**config.mk**
```make
export PLATFORM = sky130hd
export DESIGN_NAME = axi_s_m_flat
export DESIGN_NICKNAME = d
export VERILOG_FILES = /design/src/rtl/axi_s_m_if.sv /design/src/rtl/axi_s_m.sv /design/src/flat_wrapper.sv
export SDC_FILE = /design/constraint.sdc
export NUM_CORES = 1
export LEC_CHECK = 0
export BUFFER_PORTS_ARGS = -buffer_cell sky130_fd_sc_hd__buf_4
export CORE_MARGIN = 2
export CORE_UTILIZATION = 40
export CTS_BUF_LIST = sky130_fd_sc_hd__clkbuf_16
export CTS_CLUSTER_DIAMETER = 30
export CTS_CLUSTER_SIZE = 20
export DETAILED_ROUTE_END_ITERATION = 16
export GPL_TIMING_DRIVEN = 0
export HOLD_SLACK_MARGIN = 0.02
export SKIP_LAST_GASP = 1
export SLEW_MARGIN = 20
export SYNTH_ARGS = -nofsm -noshare
export SYNTH_HDL_FRONTEND = slang
export SYNTH_SLANG_ARGS = --single-unit
```
**constraint.sdc**
```tcl
create_clock -name m_aclk -period 3.8 [get_ports m_aclk]
set_clock_uncertainty 0.15 [all_clocks]
set_input_delay 1.14 -clock m_aclk [delete_from_list [all_inputs] [get_ports m_aclk]]
set_output_delay 1.14 -clock m_aclk [all_outputs]
set_load 0.01 [all_outputs]
```
**src/rtl/axi_s_m_if.sv**
```systemverilog
// axi_s_m_if: AXI-Stream link (tvalid/tready/tdata/tlast) with master and slave modports
interface axi_s_m_if #(parameter int DATA_W = 8);
  logic              m_tvalid;
  logic              m_tready;
  logic [DATA_W-1:0] m_tdata;
  logic              m_tlast;
  modport master(output m_tvalid, m_tdata, m_tlast, input m_tready);
  modport slave(input m_tvalid, m_tdata, m_tlast, output m_tready);
endinterface

```
**src/rtl/axi_s_m.sv**
```systemverilog
// axi_s_m: FWFT FIFO (wr_en/din/full) feeding a framed AXI-Stream master (start/pkt_len/busy/pkt_done, link m)
module axi_s_m #(
  parameter int DATA_W = 8,
  parameter int DEPTH  = 8,
  parameter int LEN_W  = 8
) (
  input  logic              m_aclk,
  input  logic              m_areset,
  input  logic              wr_en,
  input  logic [DATA_W-1:0] din,
  output logic              full,
  input  logic              start,
  input  logic [LEN_W-1:0]  pkt_len,
  output logic              busy,
  output logic              pkt_done,
  axi_s_m_if.master         m
);
  localparam int AW = $clog2(DEPTH);
  typedef enum logic {IDLE, SEND} state_t;
  state_t            state_q, state_d;
  logic [DATA_W-1:0] mem_q [DEPTH];
  logic [AW-1:0]     wr_ptr_q, rd_ptr_q;
  logic [AW:0]       count_q, count_d;
  logic [LEN_W-1:0]  len_q, len_d, beat_q, beat_d;
  logic              pkt_done_q, wr, rd, launch;
  assign full     = count_q == (AW+1)'(DEPTH);
  assign wr       = wr_en && !full;
  assign rd       = m.m_tvalid && m.m_tready;
  assign launch   = state_q == IDLE && start && pkt_len != '0;
  assign pkt_done = pkt_done_q;
  always_ff @(posedge m_aclk or posedge m_areset)
    if (m_areset) state_q <= IDLE;
    else          state_q <= state_d;
  always_comb
    state_d = state_q == IDLE ? (launch ? SEND : IDLE) : (rd && m.m_tlast ? IDLE : SEND);
  always_comb begin
    busy       = state_q == SEND;
    m.m_tvalid = busy && count_q != '0;
    m.m_tlast  = m.m_tvalid && beat_q == len_q - 1'b1;
    m.m_tdata  = mem_q[rd_ptr_q];
  end
  always_comb begin
    count_d = wr && !rd ? count_q + 1'b1 : rd && !wr ? count_q - 1'b1 : count_q;
    len_d   = launch ? pkt_len : len_q;
    beat_d  = launch ? '0 : rd ? beat_q + 1'b1 : beat_q;
  end
  always_ff @(posedge m_aclk)
    if (wr) mem_q[wr_ptr_q] <= din;
  always_ff @(posedge m_aclk or posedge m_areset)
    if (m_areset) begin
      wr_ptr_q   <= '0;
      rd_ptr_q   <= '0;
      count_q    <= '0;
      len_q      <= '0;
      beat_q     <= '0;
      pkt_done_q <= 1'b0;
    end else begin
      wr_ptr_q   <= wr ? wr_ptr_q + 1'b1 : wr_ptr_q;
      rd_ptr_q   <= rd ? rd_ptr_q + 1'b1 : rd_ptr_q;
      count_q    <= count_d;
      len_q      <= len_d;
      beat_q     <= beat_d;
      pkt_done_q <= rd && m.m_tlast;
    end
endmodule

```
**src/flat_wrapper.sv**
```systemverilog
// flat-port wrapper written by rule: the top's interface ports become plain ports
module axi_s_m_flat 
#(
  parameter int DATA_W = 8,
  parameter int DEPTH  = 8,
  parameter int LEN_W  = 8
)
  (m_aclk, m_areset, wr_en, din, full, start, pkt_len, busy, pkt_done, m_m_tvalid, m_m_tdata, m_m_tlast, m_m_tready);
  axi_s_m_if #(.DATA_W(DATA_W)) m_i ();
  input  logic m_aclk;
  input  logic m_areset;
  input  logic wr_en;
  input  logic [DATA_W-1:0] din;
  output logic full;
  input  logic start;
  input  logic [LEN_W-1:0] pkt_len;
  output logic busy;
  output logic pkt_done;
  output wire logic [$bits(m_i.m_tvalid)-1:0] m_m_tvalid;
  output wire logic [$bits(m_i.m_tdata)-1:0] m_m_tdata;
  output wire logic [$bits(m_i.m_tlast)-1:0] m_m_tlast;
  input wire logic [$bits(m_i.m_tready)-1:0] m_m_tready;
  assign m_m_tvalid = m_i.m_tvalid;
  assign m_m_tdata = m_i.m_tdata;
  assign m_m_tlast = m_i.m_tlast;
  assign m_i.m_tready = m_m_tready;
  axi_s_m #(.DATA_W(DATA_W), .DEPTH(DEPTH), .LEN_W(LEN_W)) u_core (.m_aclk(m_aclk), .m_areset(m_areset), .wr_en(wr_en), .din(din), .full(full), .start(start), .pkt_len(pkt_len), .busy(busy), .pkt_done(pkt_done), .m(m_i));
endmodule
```
# Yosys cells after proc, flatten, opt, wreduce, memory -nomap -nowiden
# Memory sizes are Yosys's and may differ from the RTL's.
# Cells that the tools add are included.
# word_totals
out_inout_bits	13
n_memories	1
in_bits	21
word_cells	42
regBits	28
ram_bits	64
# op_classes
muxes	9
eq_ne	2
reduce_logical	16
addsub	6
bitwise_logic	1
# memory_table
name	words	word_bits	rd	rd_clocked_by_memory_dff	wr	line_no	source
u_core.mem_q	8	8	1	0	1	axi_s_m.sv:21	logic [DATA_W-1:0] mem_q [DEPTH];
# ops
operator	n
8-bit 2-to-1 mux	2
1-bit logical AND	9
8-bit by 1-bit adder with 8-bit output, second input constant	1
8-bit == test	1
4-bit 2-to-1 mux	2
8-bit nonzero test	1
8-bit by 1-bit subtractor with 8-bit output, second input constant	1
3-bit by 1-bit adder with 3-bit output, second input constant	2
1-bit 2-to-1 mux	5
4-bit by 1-bit adder with 4-bit output, second input constant	1
4-bit == test, second input constant	1
2-bit nonzero test	2
4-bit nonzero test	1
4-bit by 1-bit subtractor with 4-bit output, second input constant	1
1-bit zero test	3
1-bit NOT	1

# Longest topological paths before layout
# Gate-level depths: netlist of run 1.
# logic_depth
ltp_word	7
mapped_depth	12

# Worst setup path before layout of run 1
# OpenSTA, ideal clock, no wires.
# synth_path
path_kind	input to register
from	input m_m_tready
to	register u_core.count_q[3]
t_arrival_ns	2.619
slack_ns	0.906
cell_stages	11
t_required_ns	3.525
n_path_buf	1
path_cell_list	and2_4 buf_6 inv_2 ha_1 inv_1 ha_1 a21o_1 a21oi_1 xnor2_1 nor2_1 xor2_1
# synth_between
elab_chain_cells	4
word_cells_on_any_way	6
# synth_lines
item	line_no	source
from (decl)	flat_wrapper.sv:22	input wire logic [$bits(m_i.m_tready)-1:0] m_m_tready;
1-bit logical AND (*)	axi_s_m.sv:28	assign rd = m.m_tvalid && m.m_tready;
1-bit zero test	axi_s_m.sv:43	count_d = wr && !rd ? count_q + 1'b1 : rd && !wr ? count_q - 1'b1 : count_q;
1-bit logical AND	axi_s_m.sv:43	
4-bit 2-to-1 mux / 2-bit nonzero test (equally long branches)	-	
to (signal assigned)	axi_s_m.sv:60	count_q <= count_d;
to (decl)	axi_s_m.sv:23	logic [AW:0] count_q, count_d;
# Every way passes the cells marked *; elsewhere a longest branch is shown, timed or not.
# A chain may end at the register's enable or synchronous reset.

# Worst setup path in the final report of run 1
# layout_path
from	register u_core.rd_ptr_q[1]
to	output m_m_tdata[0]
# layout_between
elab_chain_cells	1
# layout_lines
item	line_no	source
from (decl)	axi_s_m.sv:22	logic [AW-1:0] wr_ptr_q, rd_ptr_q;
from (signal assigned)	axi_s_m.sv:59	rd_ptr_q <= rd ? rd_ptr_q + 1'b1 : rd_ptr_q;
memory read 8 x 8 bit	-	
to (decl)	flat_wrapper.sv:20	output wire logic [$bits(m_i.m_tdata)-1:0] m_m_tdata;
# No other way between the ends.

==> metrics.md, run 1 <==
| Metric | Value |
|---|---|
| Status | completed |
| Core Area | 9680 µm² |
| DRC Markers | 0 |
| Syn Nets | 277 |
| CP endpoint kind | primary output |
| Largest fanout on the critical path | 10 |
| Final setup viols | 0 |
| Reg2reg setup slack | 0.90 ns |
| Critical path launch point type | flop |
| Total track usage | 15.0% |
| Largest stage delay, worst path | 0.44 ns |
| CTS HTree Levels | 3 |
| Hold path start | u_core.count_q[3] |
| TritonCTS clock tree | done |
| Hold_buf cts | 0 |
| Period utilization | 94.4% |
| Clock-pin slew on the worst setup and hold paths | 0.06 ns |
| Detail Route Antenna Nets | 0 |
| IO Port Bufs | 33 |
| CP cell instances | clkbuf_1 > buf_2 > mux4_2 > mux2_2 > buf_4 |
| Delay-heaviest family, CP | buffers and inverters |
| I/O pin cnt | 34 |
| CTS Buf Count | 9 |
| Syn_area_per_cell | 16.0 µm² |
| Kind of critical path | reg2out |
| Number of max-slew violations in the final report | 0 |
| Worst slew margin | 35.6% |
| Max frequency | 279 MHz |
| Overall routed net length | 7100 µm |
| Post-DP HPWL | 4740 µm |
| Area growth syn-to-layout | 19.7% |
| Seq/Total Area, Yosys | 66.3% |
| Post-cts resize count | 0 |
| Leakage | 1.75 nW |
| Largest net degree at the start of global routing | 29 |
| Post-synth top area share | 48.6% |
| Setup tns final | 0 ns |
| Post-Syn Area | 3960 µm² |
| WHS Endpoint | u_core.count_q[3] |
| Least-Margin Pin Slew | 0.963 ns |
| Die extent in x | 103 µm |
| Overflow after GRT | 0 |
| Synth area leader | edfxtp_1 |
| Number of fill cells in the layout | 824 |
| Ant. Diodes | 0 |
| Synth Warn # | 0 |
| Worst-Skew Late Latency | 0.33 ns |
| Top_reg_cell synth | edfxtp_1 |
| Number of enable flip-flop cells after synthesis | 64 |
| Arr. time, crit path | 2.30 ns |
| VDD IR-drop max | 0.325 mV |
| CTS Buffer Depth | 2 |
| Worst hold path class | reg2reg |
| Vias in the first global route | 2182 |
| Initial antenna violation count | 0 |
| Layout Nets | 324 |
| Via density | 4.92 |
| Power Dens Cells | 790 nW/µm² |
| First-pass GRT wire length | 11600 µm |
| Drt pass-1 iters | 4 |
| DR iter-0 viols | 116 |
| Hold depth | 1 |
| Synthesized instance count | 248 |
| Ys async rst share | 30.4% |
| Max cap viols | 0 |
| Share of layout cells above drive strength 1 | 30.7% |
| CTS root buf | clkbuf_16 |
| Die Y | 103 µm |
| Post-CTS Setup Bufs | 0 |
| Slowest cell on the critical path | clkbuf_1 |
| Req. time, crit path | 2.51 ns |
| Worst path bufs/invs | 3 |
| Worst r2r path cells | 12 |
| FF-to-FF End | u_core.count_q[3] |
| Yosys cell types | 35 |
| Per-cell routed wire length | 16.4 µm |
| Clk sinks | 92 |
| Die ar. | 10700 µm² |
| Row count | 36 |
| Final hold vios | 0 |
| Routability cong. | 0.727 |
| Initial Utilization | 40.9% |
| RSZ-0062 raised after global routing | false |
| Placed cell area | 4420 µm² |
| #FFs+latches synth | 92 |
| Worst r2r src | u_core.count_q[1] |
| Synth area leaders | edfxtp_1, dfrtp_1, mux4_2 |
| Vias | 2132 |
| Minimum clock period | 3.59 ns |
| Final core utilization | 48.9% |
| Final Instance Area | 4740 µm² |
-- cells in the mapped netlist, types with 4 or more instances --
library cell / number
edfxtp_1: 64
dfrtp_1: 28
nand2_1: 21
xnor2_1: 20
mux4_2: 16
nor2_1: 14
mux2_2: 10
nor3_1: 9
xor2_1: 8
ha_1: 7
inv_1: 6
mux2_1: 5
a21oi_1: 4
nor4_1: 4
-- routing by layer --
layer / vias to the layer above / part of all wire [%] / track usage, %
met5: - / 0 / 0
met4: 0 / 1.4 / 5.16
met3: 10 / 4.8 / 3.90
met2: 48 / 46 / 23.2
met1: 1054 / 48 / 20.8
li1: 1020 / - / -
-- sequential cells by signal (all words and copies together), names as in the netlist --
signal,cells
u_core.beat_q,8
u_core.busy,1
u_core.pkt_done,1
u_core.count_q,4
u_core.len_q,8
u_core.wr_ptr_q,3
u_core.rd_ptr_q,3
u_core.mem_q,64
-- report_power, final --
group / switching, mW / internal, mW
Combinational: 0.620 / 0.679
Clock: 0.371 / 0.580
Sequential: 0.181 / 1.31
Total: 1.17 / 2.57
-- layout by cell type, fill, tap and decap left out, drive strengths merged --
cell,netlist,routed
fa,1,1
mux2,15,15
or3,1,1
mux4,16,16
clkinv,0,2
nor2,14,14
and4,2,2
edfxtp,64,64
a21o,1,1
xor2,8,8
xnor2,20,20
buf,5,41
nand4,2,2
dfrtp,28,28
nand3b,1,1
nor3,9,9
ha,7,7
inv,7,9
nand2,21,21
o41a,1,1
o21ai,4,4
a21oi,5,5
clkbuf,2,11
and3,2,2
nand3,3,3
nor3b,1,1
bufinv,0,2
and2,1,1
nor4,4,4
clkinvlp,0,1
nand2b,3,3
-- how the worst max path moves through the flow --
| stage | start | end | cells after the start |
|---|---|---|---|
| global route | u_core.rd_ptr_q[1] | m_m_tdata[0] | 5 |
| global placement | wr_en | u_core.mem_q[0][3] | 3 |
| detailed placement | u_core.rd_ptr_q[1] | m_m_tdata[0] | 5 |
| finish | u_core.rd_ptr_q[1] | m_m_tdata[0] | 5 |
| CTS | u_core.rd_ptr_q[1] | m_m_tdata[0] | 5 |
| floorplan | m_m_tready | u_core.count_q[3] | 11 |
-- through the flow --
step	total power, mW	setup WS (ns)	std cells	hold slack [ns]
2_1_floorplan	2.42	0.906	248	0.314
3_3_place_gp	2.79	0.265	414	0.335
3_5_place_dp	2.83	0.518	417	0.348
4_1_cts	3.79	0.154	433	0.360
5_1_grt	4.00	0.0845	433	0.365
6_report	3.74	0.212	433	0.361
-- logic make-up after synthesis --
| group | synth area share (%) |
|---|---|
| compound gates | 1.71 |
| fa+ha+maj | 2.72 |
| simple gates | 7.97 |
| buf+inv | 1.77 |
| xor+xnor | 6.20 |
| mux | 13.4 |
| flops | 66.3 |
-- final cells by class --
| cell class | count | area [µm²] | area share (%) |
|---|---|---|---|
| Timing Repair Buffer | 36 | 265 | 5.60 |
| Buffer | 7 | 43.8 | 0.924 |
| Tap cell | 133 | 166 | 3.51 |
| Inverter | 7 | 26.3 | 0.555 |
| Sequential cell | 92 | 2620 | 55.3 |
| Multi-Input combinational cell | 142 | 1290 | 27.3 |
| Clock inverter | 7 | 97.6 | 2.06 |
| Clock buffer | 9 | 225 | 4.75 |
(Power assumes the default switching activity.)
==> run 2: changes to the inputs <==
--- a/config.mk
+++ b/config.mk
@@ -6,7 +6,7 @@
 export NUM_CORES = 1
 export LEC_CHECK = 0
 export BUFFER_PORTS_ARGS = -buffer_cell sky130_fd_sc_hd__buf_4
-export CORE_MARGIN = 2
+export CORE_MARGIN = 1.5
 export CORE_UTILIZATION = 40
 export CTS_BUF_LIST = sky130_fd_sc_hd__clkbuf_16
 export CTS_CLUSTER_DIAMETER = 30
==> run 2 against run 1 <==
  * Cell area fell by 1.2%
  * Critical path depth unchanged
  * Clock power is 16% lower
  * Largest power group unchanged
==> metrics.md, run 2 (synthesized netlist as in run 1, its figures left out) <==
| Metric | Value |
|---|---|
| Status | completed (unchanged) |
| Critical path launch point type | flop (unchanged) |
| Initial antenna violation count | 0 (unchanged) |
| Via density | 4.94 (was 4.92) |
| Overflow after GRT | 0 (unchanged) |
| Area growth syn-to-layout | 18.2% (was 19.7%) |
| Total track usage | 15.1% (was 15.0%) |
| First-pass GRT wire length | 11200 µm (was 11600 µm) |
| CTS HTree Levels | 3 (unchanged) |
| Biggest regs | u_core.mem_q (64), u_core.beat_q (8), u_core.len_q (8) (unchanged) |
| Worst hold path class | reg2reg (unchanged) |
| Final Instance Area | 4680 µm² (was 4740 µm²) |
| Cell internal pwr | 2.43 mW (was 2.57 mW) |
| CTS root buf | clkbuf_16 (unchanged) |
| Biggest register | u_core.mem_q (unchanged) |
| Most frequent cells in the layout | edfxtp_1, buf_4, dfrtp_1, nand2_1, xnor2_1 (unchanged) |
| DR iter-0 viols | 83 (was 116) |
| Most common cell after layout, fill and taps aside | edfxtp_1 (unchanged) |
| Sequential Power Share | 41.5% (was 39.9%) |
| Final setup viols | 0 (unchanged) |
| Leakage | 1.71 nW (was 1.75 nW) |
| Overall routed net length | 7020 µm (was 7100 µm) |
| Detail Route Antenna Nets | 0 (unchanged) |
| Share of layout cells above drive strength 1 | 30.2% (was 30.7%) |
| CTS Buffer Depth | 2 (unchanged) |
| Max cap viols | 0 (unchanged) |
| Number of max-slew violations in the final report | 0 (unchanged) |
| Setup tns final | 0 ns (unchanged) |
| Drt pass-1 iters | 4 (unchanged) |
| Power Dens Cells | 766 nW/µm² (was 790 nW/µm²) |
| Delay-heaviest family, CP | buffers and inverters (unchanged) |
| Vias | 2130 (was 2132) |
| Die Y | 102 µm (was 103 µm) |
| I/O pin cnt | 34 (unchanged) |
| Final hold vios | 0 (unchanged) |
| TritonCTS clock tree | done (unchanged) |
| Period utilization | 93.7% (was 94.4%) |
| Post-cts resize count | 0 (unchanged) |
| CP cell instances | clkbuf_1 > buf_2 > mux4_2 > mux2_2 > buf_4 (unchanged) |
| Ant. Diodes | 0 (unchanged) |
| Row count | 36 (unchanged) |
| Worst-Skew Late Latency | 0.33 ns (about the same) |
| Core Area | 9680 µm² (unchanged) |
| Die extent in x | 102 µm (was 103 µm) |
| IO Port Bufs | 33 (unchanged) |
| Combinational power share | 36.2% (was 34.7%) |
| Placed cell area | 4410 µm² (was 4420 µm²) |
| Largest fanout on the critical path | 10 (unchanged) |
| Sw frac | 32.2% (was 31.3%) |
| Layout Nets | 323 (was 324) |
| CTS Buf Count | 9 (unchanged) |
| Post-CTS Setup Bufs | 0 (unchanged) |
| Post-DP HPWL | 4780 µm (was 4740 µm) |
| Req. time, crit path | 2.51 ns (about the same) |
| DRC Markers | 0 (unchanged) |
| Least-Margin Pin Slew | 0.872 ns (was 0.963 ns) |
| Largest net degree at the start of global routing | 29 (unchanged) |
| Clock-pin slew on the worst setup and hold paths | 0.06 ns (about the same) |
| Largest stage delay, worst path | 0.43 ns (was 0.44 ns) |
| Minimum clock period | 3.56 ns (was 3.59 ns) |
| Arr. time, crit path | 2.27 ns (was 2.30 ns) |
| CP endpoint kind | primary output (unchanged) |
| Per-cell routed wire length | 16.3 µm (was 16.4 µm) |
| Routability cong. | 0.730 (was 0.727) |
| Largest register FFs | 64 (unchanged) |
| Kind of critical path | reg2out (unchanged) |
| Number of fill cells in the layout | 832 (was 824) |
| Initial Utilization | 40.9% (unchanged) |
| Slowest cell on the critical path | clkbuf_1 (unchanged) |
| VDD IR-drop max | 0.341 mV (was 0.325 mV) |
| Worst path bufs/invs | 3 (unchanged) |
| Net load switching power | 1.15 mW (was 1.17 mW) |
| RSZ-0062 raised after global routing | false (unchanged) |
| Hold_buf cts | 0 (unchanged) |
| Max frequency | 281 MHz (was 279 MHz) |
| Clk sinks | 92 (unchanged) |
| Vias in the first global route | 2183 (was 2182) |
| Worst slew margin | 41.7% (was 35.6%) |
| Die ar. | 10500 µm² (was 10700 µm²) |
| Clk pwr share | 22.3% (was 25.4%) |
[run 2: changes by cell type in the layout (fill, tap and decap cells not counted), sizes merged]
| cell | previous run | this run |
|---|---|---|
| buf | 41 | 40 |
| bufinv | 2 | 0 |
| clkinv | 2 | 3 |
| clkinvlp | 1 | 2 |
| inv | 9 | 8 |
[run 2: worst register-to-register path, delay by kind of cell, from the launching register on]
kind,cells,cell delay (ns)
buffers and inverters,3,0.33
flip-flops,1,0.44
AO/OA/AOI/OAI,3,0.87
XOR/XNOR,2,0.27
adder cells (fa/ha/maj),2,0.47
AND/OR/NAND/NOR,2,0.26
[run 2: through the flow]
stage          setup slack [ns]  util, %  power [mW]  hold WS, ns  cells
6_report                  0.239     48.3        3.58        0.354    431
5_1_grt                   0.124     48.3        3.85        0.391    431
4_1_cts                   0.177     48.3        3.65        0.358    431
3_5_place_dp              0.539     45.6        2.84        0.348    416
3_3_place_gp              0.330     45.1        2.79        0.350    414
2_1_floorplan             0.906        -        2.42        0.314    248
[run 2: final timing paths]
check | from | endpoint | slack (ns) | cells past startpoint
setup reg to reg | u_core.count_q[1] | u_core.count_q[3] | 0.90 | 12
hold reg to reg | u_core.count_q[3] | u_core.count_q[3] | 0.35 | 1
min in group asynchronous | m_areset | u_core.count_q[2] | 0.74 | 2
setup / recovery | u_core.rd_ptr_q[1] | m_m_tdata[7] | 0.24 | 5
max in group asynchronous | m_areset | u_core.beat_q[0] | 2.36 | 2
hold / removal | u_core.count_q[3] | u_core.count_q[3] | 0.35 | 1
[run 2: layout make-up]
class                   count  area [µm²]  share of cell area (%)
flip-flops and latches     92        2620                    56.0
multi-input cells         142        1290                    27.6
repair buffers             35         263                    5.61
clock buffers               9         225                    4.81
well taps                 133         166                    3.56
plain buffers               7        43.8                   0.936
clock inverters             6        41.3                   0.882
inverters                   7        26.3                   0.561
[run 2: power groups by stage]
stage	clock network, mW	logic, mW	registers (mW)
finish	0.799	1.30	1.49
global route	0.873	1.45	1.53
CTS	0.827	1.33	1.49
detailed placement	0	1.33	1.51
global placement	0	1.29	1.50
floorplan	0	0.959	1.46
[run 2: per-layer routing]
layer / track usage (%) / routed length (µm) / vias to the layer above
met3: 5.34 / 401 / 7
li1: - / - / 1023
met4: 5.06 / 79 / 0
met1: 19.3 / 3170 / 1044
met2: 23.9 / 3370 / 56
met5: 0 / 0 / -
==> run 3: changes to the inputs <==
--- a/config.mk
+++ b/config.mk
@@ -6,6 +6,7 @@
 export NUM_CORES = 1
 export LEC_CHECK = 0
 export BUFFER_PORTS_ARGS = -buffer_cell sky130_fd_sc_hd__buf_4
+export CORE_ASPECT_RATIO = 2
 export CORE_MARGIN = 1.5
 export CORE_UTILIZATION = 40
 export CTS_BUF_LIST = sky130_fd_sc_hd__clkbuf_16
==> run 3 against run 2 <==
  * Via count is 0.19% higher
  * Maximum frequency is 0.46% lower
  * Die area grew 0.35%
  * Critical path depth unchanged
  * Count of clock-buffer cells in the layout unchanged
  * Hold slack gained 0.0025 ns
  * Critical path type unchanged
  * Largest cell class unchanged
==> metrics.md, run 3 (synthesized netlist as in run 1, its figures left out) <==
| Metric | Value |
|---|---|
| Status | completed (unchanged) |
| Share of layout cells above drive strength 1 | 31.2% (was 30.2%) |
| Hold_buf cts | 0 (unchanged) |
| Minimum clock period | 3.58 ns (was 3.56 ns) |
| Hold WS | 0.357 ns (was 0.354 ns) |
| Worst path bufs/invs | 3 (unchanged) |
| TritonCTS clock tree | done (unchanged) |
| Post-CTS Setup Bufs | 0 (unchanged) |
| I/O pin cnt | 34 (unchanged) |
| Layout Nets | 325 (was 323) |
| Biggest regs | u_core.mem_q (64), u_core.beat_q (8), u_core.len_q (8) (unchanged) |
| Power Dens Cells | 779 nW/µm² (was 766 nW/µm²) |
| CTS HTree Levels | 3 (unchanged) |
| Most frequent cells in the layout | edfxtp_1, buf_4, dfrtp_1, nand2_1, xnor2_1 (unchanged) |
| Number of max-slew violations in the final report | 0 (unchanged) |
| Die ar. | 10500 µm² (about the same) |
| Largest register FFs | 64 (unchanged) |
| Placed cell area | 4420 µm² (was 4410 µm²) |
| WP depth | 5 (unchanged) |
| Via density | 4.93 (was 4.94) |
| CP cell instances | clkbuf_1 > buf_2 > mux4_2 > mux2_2 > buf_4 (unchanged) |
| Final WS setup | 0.223 ns (was 0.239 ns) |
| Reg2reg setup slack | 0.88 ns (was 0.90 ns) |
| Hold depth | 1 (unchanged) |
| Leakage | 1.75 nW (was 1.71 nW) |
| Worst slew margin | 37.9% (was 41.7%) |
| Largest stage delay, worst path | 0.43 ns (about the same) |
| Max frequency | 280 MHz (was 281 MHz) |
| Kind of critical path | reg2out (unchanged) |
| Cell internal pwr | 2.51 mW (was 2.43 mW) |
| DRC Markers | 0 (unchanged) |
| VDD IR-drop max | 0.348 mV (was 0.341 mV) |
| Least-Margin Pin Slew | 0.928 ns (was 0.872 ns) |
| DR iter-0 viols | 135 (was 83) |
| Largest net degree at the start of global routing | 29 (unchanged) |
| Post-cts resize count | 0 (unchanged) |
| Net load switching power | 1.17 mW (was 1.15 mW) |
| Die extent in x | 73.3 µm (was 102 µm) |
| Ant. Diodes | 0 (unchanged) |
| Clk pwr share | 24.2% (was 22.3%) |
| Number of fill cells in the layout | 892 (was 832) |
| Most common cell after layout, fill and taps aside | edfxtp_1 (unchanged) |
| Combinational power share | 35.3% (was 36.2%) |
| Delay-heaviest family, CP | buffers and inverters (unchanged) |
| Slowest cell on the critical path | clkbuf_1 (unchanged) |
| Post-DP HPWL | 5380 µm (was 4780 µm) |
| Max cap viols | 0 (unchanged) |
| FF-to-FF End | u_core.count_q[3] (unchanged) |
| Arr. time, crit path | 2.29 ns (was 2.27 ns) |
| Die Y | 144 µm (was 102 µm) |
| Pre-CTS setup slack | 0.528 ns (was 0.539 ns) |
| CTS Buf Count | 9 (unchanged) |
| Vias in the first global route | 2271 (was 2183) |
| CP endpoint kind | primary output (unchanged) |
| Worst r2r src | u_core.count_q[1] (unchanged) |
| Req. time, crit path | 2.51 ns (about the same) |
| Overall routed net length | 7350 µm (was 7020 µm) |
| Total track usage | 15.8% (was 15.1%) |
| Period utilization | 94.1% (was 93.7%) |
| Worst r2r path cells | 12 (unchanged) |
| Routability cong. | 0.799 (was 0.730) |
| Worst hold path class | reg2reg (unchanged) |
| Setup crit end | m_m_tdata[0] (was m_m_tdata[7]) |
| Final core utilization | 48.7% (was 48.3%) |
| Overflow after GRT | 0 (unchanged) |
| Final setup viols | 0 (unchanged) |
| CTS Buffer Depth | 2 (unchanged) |
| Final Instance Area | 4720 µm² (was 4680 µm²) |
| Clock-pin slew on the worst setup and hold paths | 0.07 ns (was 0.06 ns) |
| Row count | 51 (was 36) |
| RSZ-0062 raised after global routing | false (unchanged) |
| First-pass GRT wire length | 11700 µm (was 11200 µm) |
| Drt pass-1 iters | 4 (unchanged) |
| Detail Route Antenna Nets | 0 (unchanged) |
| CTS root buf | clkbuf_16 (unchanged) |
| Per-cell routed wire length | 17.0 µm (was 16.3 µm) |
| Core Area | 9700 µm² (was 9680 µm²) |
| Initial Utilization | 40.8% (was 40.9%) |
| Sequential Power Share | 40.5% (was 41.5%) |
| IO Port Bufs | 33 (unchanged) |
| Biggest register | u_core.mem_q (unchanged) |
| Crit path from | u_core.rd_ptr_q[1] (unchanged) |
| Critical path launch point type | flop (unchanged) |
| Sw frac | 31.9% (was 32.2%) |
| Area growth syn-to-layout | 19.3% (was 18.2%) |
| Clk sinks | 92 (unchanged) |
| Largest fanout on the critical path | 10 (unchanged) |
| Initial antenna violation count | 0 (unchanged) |
| Worst-Skew Late Latency | 0.34 ns (was 0.33 ns) |
| Setup tns final | 0 ns (unchanged) |
| Final hold vios | 0 (unchanged) |
| Vias | 2134 (was 2130) |
run 3: worst min-delay path by stage:
| stage | from | end | slack (ns) |
|---|---|---|---|
| 2_1_floorplan | u_core.count_q[3] | u_core.count_q[3] | 0.31 |
| 5_1_grt | u_core.count_q[3] | u_core.count_q[3] | 0.39 |
| 3_5_place_dp | u_core.count_q[3] | u_core.count_q[3] | 0.35 |
| 6_report | u_core.count_q[3] | u_core.count_q[3] | 0.36 |
| 3_3_place_gp | u_core.count_q[3] | u_core.count_q[3] | 0.34 |
| 4_1_cts | u_core.count_q[3] | u_core.count_q[3] | 0.36 |
run 3: worst register-to-register path, delay by kind of cell, from the launching register on:
family | cells | cell delay (ns)
AND/OR/NAND/NOR | 2 | 0.26
adder cells (fa/ha/maj) | 2 | 0.48
flip-flops | 1 | 0.44
buffers and inverters | 3 | 0.32
XOR/XNOR | 2 | 0.27
AO/OA/AOI/OAI | 3 | 0.86
run 3: cell type report:
cell class              instances  area, µm²  area share (%)
flip-flops and latches         92       2620            55.5
clock buffers                   9        225            4.77
repair buffers                 37        275            5.83
plain buffers                   7       43.8           0.927
inverters                       7       26.3           0.556
well taps                     132        165            3.50
multi-input cells             142       1290            27.3
clock inverters                 7       73.8            1.56
run 3: metrics by stage:
stage | power (mW) | std cells
after CTS | 3.74 | 433
after global placement | 2.80 | 413
after floorplan | 2.42 | 248
after global routing | 3.92 | 433
final | 3.68 | 433
after detailed placement | 2.85 | 417
run 3: layer usage:
metal / vias to the layer above / GRT usage [%] / share of wire [%]
met5: - / 0 / 0
met4: 0 / 7.50 / 2.9
met3: 15 / 3.72 / 2.8
met2: 41 / 29.0 / 58
met1: 1053 / 16.4 / 37
li1: 1025 / - / -
run 3: power by group through the flow:
stage / sequential (mW) / combinational, mW / clock [mW]
finish: 1.49 / 1.30 / 0.889
global route: 1.52 / 1.45 / 0.954
CTS: 1.49 / 1.34 / 0.914
detailed placement: 1.51 / 1.33 / 0
global placement: 1.50 / 1.30 / 0
floorplan: 1.46 / 0.959 / 0
